File: config.mk
export PLATFORM = sky130hd
export DESIGN_NAME = ex_mem_stage
export DESIGN_NICKNAME = d
export VERILOG_FILES = /design/src/rtl/ex_mem_stage.sv
export SDC_FILE = /design/constraint.sdc
export NUM_CORES = 1
export LEC_CHECK = 0
export ABC_CLOCK_PERIOD_IN_PS = 3820
export CORE_AREA = 8 8 128 130
export DETAILED_ROUTE_END_ITERATION = 10
export DIE_AREA = 0 0 136 138
export GPL_ROUTABILITY_DRIVEN = 0
export HOLD_SLACK_MARGIN = 0.15
export PLACE_DENSITY = 0.85
export SLEW_MARGIN = 30
export SYNTH_ARGS = -nofsm -noshare
export SYNTH_HDL_FRONTEND = slang
export SYNTH_SLANG_ARGS = --single-unit
File: constraint.sdc
create_clock -name clk_i -period 3.82 [get_ports clk_i]
set_input_delay 0.955 -clock clk_i [delete_from_list [all_inputs] [get_ports clk_i]]
set_output_delay 0.955 -clock clk_i [all_outputs]
set_load 0.05 [all_outputs]
File: src/rtl/ex_mem_stage.sv
// EX/MEM pipeline register with a 2-entry skid buffer, valid/ready flow control and synchronous flush.
// Optional stall counter output enabled by defining EX_MEM_PERF_EN.
module ex_mem_stage #(
  parameter int WB_W   = 2,
  parameter int M_W    = 2,
  parameter int DATA_W = 32,
  parameter int RD_W   = 5
) (
  input  logic              clk_i,
  input  logic              rst_n_i,
  input  logic              flush_i,
  input  logic              in_valid_i,
  output logic              in_ready_o,
  input  logic [WB_W-1:0]   WB_i,
  input  logic [M_W-1:0]    M_i,
  input  logic [DATA_W-1:0] DMaddr_i,
  input  logic [DATA_W-1:0] DMdata_i,
  input  logic [RD_W-1:0]   RDaddr_i,
  output logic              out_valid_o,
  input  logic              out_ready_i,
`ifdef EX_MEM_PERF_EN
  output logic [15:0]       stall_cnt_o,
`endif
  output logic [WB_W-1:0]   WB_o,
  output logic [M_W-1:0]    M_o,
  output logic [DATA_W-1:0] DMaddr_o,
  output logic [DATA_W-1:0] DMdata_o,
  output logic [RD_W-1:0]   RDaddr_o
);

  typedef struct packed {
    logic [WB_W-1:0]   wb;
    logic [M_W-1:0]    m;
    logic [DATA_W-1:0] addr;
    logic [DATA_W-1:0] data;
    logic [RD_W-1:0]   rd;
  } pay_t;

  typedef enum logic [1:0] {EMPTY, ONE, FULL} state_t;

  state_t state, nxt;
  pay_t   main_q, skid_q, in_p;
  logic   main_valid, skid_valid, accept, drain;
  logic   ld_main_in, ld_main_skid, ld_skid;

  assign in_p       = '{wb: WB_i, m: M_i, addr: DMaddr_i, data: DMdata_i, rd: RDaddr_i};
  assign main_valid = (state != EMPTY);
  assign skid_valid = (state == FULL);
  assign in_ready_o = !skid_valid;
  assign accept     = in_valid_i & in_ready_o;
  assign drain      = main_valid & out_ready_i;

  always_ff @(posedge clk_i or negedge rst_n_i) begin
    if (!rst_n_i) state <= EMPTY;
    else          state <= nxt;
  end

  always_comb begin
    nxt          = state;
    ld_main_in   = 1'b0;
    ld_main_skid = 1'b0;
    ld_skid      = 1'b0;
    case (state)
      EMPTY: if (accept) begin
        ld_main_in = 1'b1;
        nxt        = ONE;
      end
      ONE: begin
        if (accept && drain) ld_main_in = 1'b1;
        else if (accept) begin
          ld_skid = 1'b1;
          nxt     = FULL;
        end else if (drain) nxt = EMPTY;
      end
      FULL: if (drain) begin
        ld_main_skid = 1'b1;
        nxt          = ONE;
      end
      default: nxt = EMPTY;
    endcase
    // Flush drops everything, including an entry offered this cycle.
    if (flush_i) begin
      nxt          = EMPTY;
      ld_main_in   = 1'b0;
      ld_main_skid = 1'b0;
      ld_skid      = 1'b0;
    end
  end

  always_ff @(posedge clk_i or negedge rst_n_i) begin
    if (!rst_n_i) begin
      main_q <= '0;
      skid_q <= '0;
    end else begin
      if (ld_main_in)        main_q <= in_p;
      else if (ld_main_skid) main_q <= skid_q;
      if (ld_skid)           skid_q <= in_p;
    end
  end

  assign out_valid_o = main_valid;
  // Control bundles gated so bubbles never write memory or the register file.
  assign WB_o     = main_valid ? main_q.wb : '0;
  assign M_o      = main_valid ? main_q.m  : '0;
  assign DMaddr_o = main_q.addr;
  assign DMdata_o = main_q.data;
  assign RDaddr_o = main_q.rd;

`ifdef EX_MEM_PERF_EN
  always_ff @(posedge clk_i or negedge rst_n_i) begin
    if (!rst_n_i)                                                 stall_cnt_o <= '0;
    else if (flush_i)                                             stall_cnt_o <= '0;
    else if (main_valid && !out_ready_i && stall_cnt_o != 16'hFFFF) stall_cnt_o <= stall_cnt_o + 16'd1;
  end
`endif

endmodule

# After elaboration in Yosys (flattened, before gate mapping)
# Index checks and enable logic that the tools add are counted.
[word_totals]
reg_bits = 148
latchBits = 0
mem_bits_rw = 0
mem_bits_ro = 0
output_inout_bits = 75
wordCells = 46
n_memories = 0
[classes]
addsub = 0
n_mul = 0
div_mod_pow = 0
order_cmp = 0
eq_ne = 6
shifts = 0
muxes = 21
bitwise = 2
n_reduce_logical = 6
[op_table]
columns = ["cell", "count"]
rows = [
  ["73-bit 2-to-1 mux", 2],
  ["2-bit 2-to-1 mux", 8],
  ["1-bit 2-to-1 mux", 9],
  ["3-bit inequality test, second input constant", 2],
  ["2-bit one-hot mux with 3 select lines", 1],
  ["4-bit inequality test, second input constant", 1],
  ["4-bit AND reduction", 1],
  ["2-bit nonzero test", 2],
  ["3-bit by 2-bit inequality test with 1-bit output, second input constant", 1],
  ["1-bit AND", 2],
  ["2-bit by 1-bit equality test with 1-bit output, second input constant", 1],
  ["2-bit equality test, second input constant", 1],
  ["2-bit zero test", 1],
  ["1-bit one-hot mux with 2 select lines", 1],
  ["1-bit logical AND", 1],
  ["1-bit zero test", 1],
]

# Logic depth before layout (Yosys ltp)
[logic_depth]
ltp_word = 8
ltp_mapped = 6
mapped_depth_nobuf = 4

# Worst setup path before layout
# OpenSTA, ideal clock, no wires.
[synth_path]
kind = "input-to-reg"
start = "input port flush_i"
end = "register main_q, in the netlist DMaddr_o[0]"
setup_time_ns = 0.125
arrival_ns = 2.059
required_time_ns = 3.695
slack_ns = 1.636
cell_stages = 5
n_path_buf = 1
path_cell_list = "nor3b_2 > nand2_2 > buf_6 > mux2_1 > mux2_2"
[synth_via]
elab_chain_cells = 2
elab_cells_between_ends = 4
[synth_lines]
columns = ["item", "line", "source"]
rows = [
  ["start, declared", "11", "input logic flush_i,"],
  ["1-bit 2-to-1 mux", "82", "if (flush_i) begin"],
  ["73-bit 2-to-1 mux / 2-bit nonzero test (equally long branches)", "-", ""],
  ["end signal, assigned", "95", "if (ld_main_in) main_q <= in_p;"],
  ["end signal, assigned", "96", "else if (ld_main_skid) main_q <= skid_q;"],
  ["end, declared", "42", "pay_t main_q, skid_q, in_p;"],
]
# Several ways; a longest one is shown, not always the timed one.
# A chain may end at the register's enable or synchronous reset.

# Final worst setup path
[layout_path]
start = "register state[1]"
end = "output port out_valid_o"
[layout_via]
elab_chain_cells = 1
[layout_lines]
columns = ["item", "line", "source"]
rows = [
  ["start, declared", "41", "state_t state, nxt;"],
  ["start signal, assigned", "55", "else state <= nxt;"],
  ["2-bit nonzero test", "47", "assign main_valid = (state != EMPTY);"],
  ["end, declared", "19", "output logic out_valid_o,"],
]
# Every way passes these cells.

==> flow_summary_export.csv <==
group,metric,value,unit
setup_path,path_max_fanout,5,
final_layout,mostFrequentLayoutCell,"clkdlybuf4s50_1",
global_route,grt-ovfl-total,0,
hold_path,hp-class,"reg -> reg",
clock_network,cts_setup_buffers,0,
detailed_routing,met2_wirelength,6930,um
synth,synth.distinct_cells,21,
synth,yosysSeqAreaShare,0.531,
detailed_routing,vias,3872,
power,power_leakage,3.79,nW
setup_path,r2r_slack,1830,ps
floorplan,die_h,138,um
clock_network,clk_path_buf_depth,2,
detailed_routing,drtIter0Drc,187,
timing,period_share,0.797,
timing,slew_viol_final,0,
power,p_total,6.56,mW
setup_path,endpoint_kind,"output port",
timing,worst_slew_pin_slew,843,ps
setup_path,cp_cell_sequence,"nor2_1, inv_1, clkdlybuf4s50_1",
timing,fmax,329,MHz
clock_network,clkTransAtPathRegs,60,ps
setup_path,crit_type,"reg -> out",
synth,syn_nets,559,
final_layout,fin_util,0.609,
clock_network,clkLatencyLatePin,410,ps
timing,hold_violations,0,
timing,tns,0,ps
global_route,grt_pass1_wl,22500,um
placement,hpwl,9470,um
detailed_routing,wl,14000,um
floorplan,start_util,0.487,
hold_path,hold_end,"DMaddr_o[25]$_DFFE_PN0P_",
synth,synth_warnings,0,
global_route,grt_pass1_vias,4377,
power,p_per_area,752,nW/um^2
setup_path,critical_path_arrival,2090,ps
clock_network,cts_tree,"done",
floorplan,dieArea,18800,um^2
floorplan,io_pins,153,
timing,setup_viol,0,
setup_path,critPathMaxStageDelay,730,ps
timing,finalClockSkew,5.98,ps
final_layout,syn_to_final_growth,25.0,%
synth,ys_ff_latch,148,
hold_path,hold_start,"DMaddr_o[25]$_DFFE_PN0P_",
synth,avgSynthCellArea,14.5,um^2
final_layout,layout_common_cells,"clkdlybuf4s50_1 (151), mux2_2 (149), dfrtp_1 (148)",
detailed_routing,first_pass_iters,4,
run_status,status,"complete, no violations",
global_route,grt_usage,0.150,
detailed_routing,routedWlPerCell,18.4,um
setup_path,rr_endpoint,"DMdata_o[30]$_DFFE_PN0P_",
timing,rsz0062_at_grt,"false",
detailed_routing,drc,0,
setup_path,start_kind,"register",
final_layout,layout.nets,643,
synth,synthesis.instances,481,
clock_network,clock-sinks,148,
detailed_routing,vias_per_cell,5.11,
detailed_routing,ant_nets,0,
power,irDropWorstVdd,460,uV
placement,numPortBuffers,152,
global_route,grt_antenna_before_repair,0,
final_layout,final_layout_size_suffix_gt1_frac,0.322,
global_route,grt_max_degree,91,
floorplan,rows,44,
timing,period_minus_slack,3040,ps
detailed_routing,wl_met3,956,um
final_layout,n_fill_cell,1075,
clock_network,post_cts_resized,0,
job,drv_cap,0,
setup_path,timing.rr.start,"state[1]$_DFFE_PN0P_",
placement,placed_cell_area,8170,um^2
final_layout,postLayoutCellArea,8720,um^2
final_layout,diodes,0,
timing,relSlewSlack,0.438,
clock_network,cts-buffers-inserted,17,
floorplan,die_x,136,um
setup_path,crit_slowest_cell,"clkdlybuf4s50_1",
synth,netlist_area,6980,um^2
floorplan,core,14300,um^2
hold_path,hold_depth,1,
clock_network,cts_htree_levels,4,
clock_network,cts_root_buf,"clkbuf_16",
clock_network,ctsHoldBuffers,0,
setup_path,reg2reg_depth,5,
detailed_routing,highest_layer,"met4",
detailed_routing,routedLengthMet1,6000,um
setup_path,required,2860,ps
==> how the worst max path moves through the flow <==
stage | from | cells after the start | end
floorplan | flush_i | 5 | DMaddr_o[0]$_DFFE_PN0P_
global placement | out_ready_i | 5 | skid_q[23]$_DFFE_PN0P_
detailed placement | in_valid_i | 5 | skid_q[21]$_DFFE_PN0P_
CTS | state[1]$_DFFE_PN0P_ | 3 | WB_o[1]
global route | state[1]$_DFFE_PN0P_ | 3 | out_valid_o
finish | state[1]$_DFFE_PN0P_ | 3 | out_valid_o
==> where the power goes <==
part | internal (mW) | total (mW) | switching, mW
Sequential | 2.10 | 2.38 | 0.280
Clock | 0.994 | 1.59 | 0.597
Combinational | 1.08 | 2.59 | 1.50
==> sequential cells by signal, indices dropped and copies added (netlist names) <==
register / cells
DMdata_o: 32
state: 2
DMaddr_o: 32
skid_q: 73
RDaddr_o: 5
main_q: 4
==> synthesized netlist by cell type (all sizes together) <==
cell	count	share of area
dfrtp	148	0.53
a21oi	1	0.00072
clkbuf	1	0.00054
nor2b	4	0.0036
inv	2	0.0011
nand2b	3	0.0027
mux2i	1	0.0014
mux2	219	0.35
buf	91	0.096
nand3	1	0.00072
o21ai	1	0.00072
nand2	2	0.0014
a211oi	1	0.0011
and3	1	0.00090
nor2	3	0.0016
o21bai	1	0.0011
nor3b	1	0.0018
==> routing by layer <==
metal / track usage / vias to the layer above
met5: 0 / -
met4: 0.0434 / 0
met3: 0.0551 / 8
met2: 0.246 / 104
met1: 0.181 / 1978
li1: - / 1782
==> worst max-delay path: cells and delay by family, from the launching register on <==
family | cells | cell delay (ps)
buffers and inverters | 2 | 850
flip-flops | 1 | 440
AND/OR/NAND/NOR | 1 | 400
==> cell type report <==
cell class | instances | area (um^2) | area share
flip-flops and latches | 148 | 3700 | 0.425
inverters | 2 | 7.51 | 0.000861
multi-input cells | 239 | 2610 | 0.300
clock inverters | 6 | 80.1 | 0.00918
well taps | 184 | 230 | 0.0264
repair buffers | 157 | 1610 | 0.185
clock buffers | 22 | 474 | 0.0544
==> cells by family after synthesis <==
logic type	after synthesis	share of synthesized area
multiplexers	220	0.355
flip-flops	148	0.531
buffers and inverters	94	0.0979
AND/OR/NAND/NOR	15	0.0127
AO/OA/AOI/OAI	4	0.00359
==> per-stage QoR <==
stage / setup WS (ps) / cells / hold slack, ps
final: 776 / 758 / 500
after detailed placement: 776 / 730 / 491
after floorplan: 1640 / 481 / 471
after CTS: 738 / 758 / 504
after global routing: 684 / 758 / 509
after global placement: 857 / 730 / 482
(Power assumes the default switching activity.)
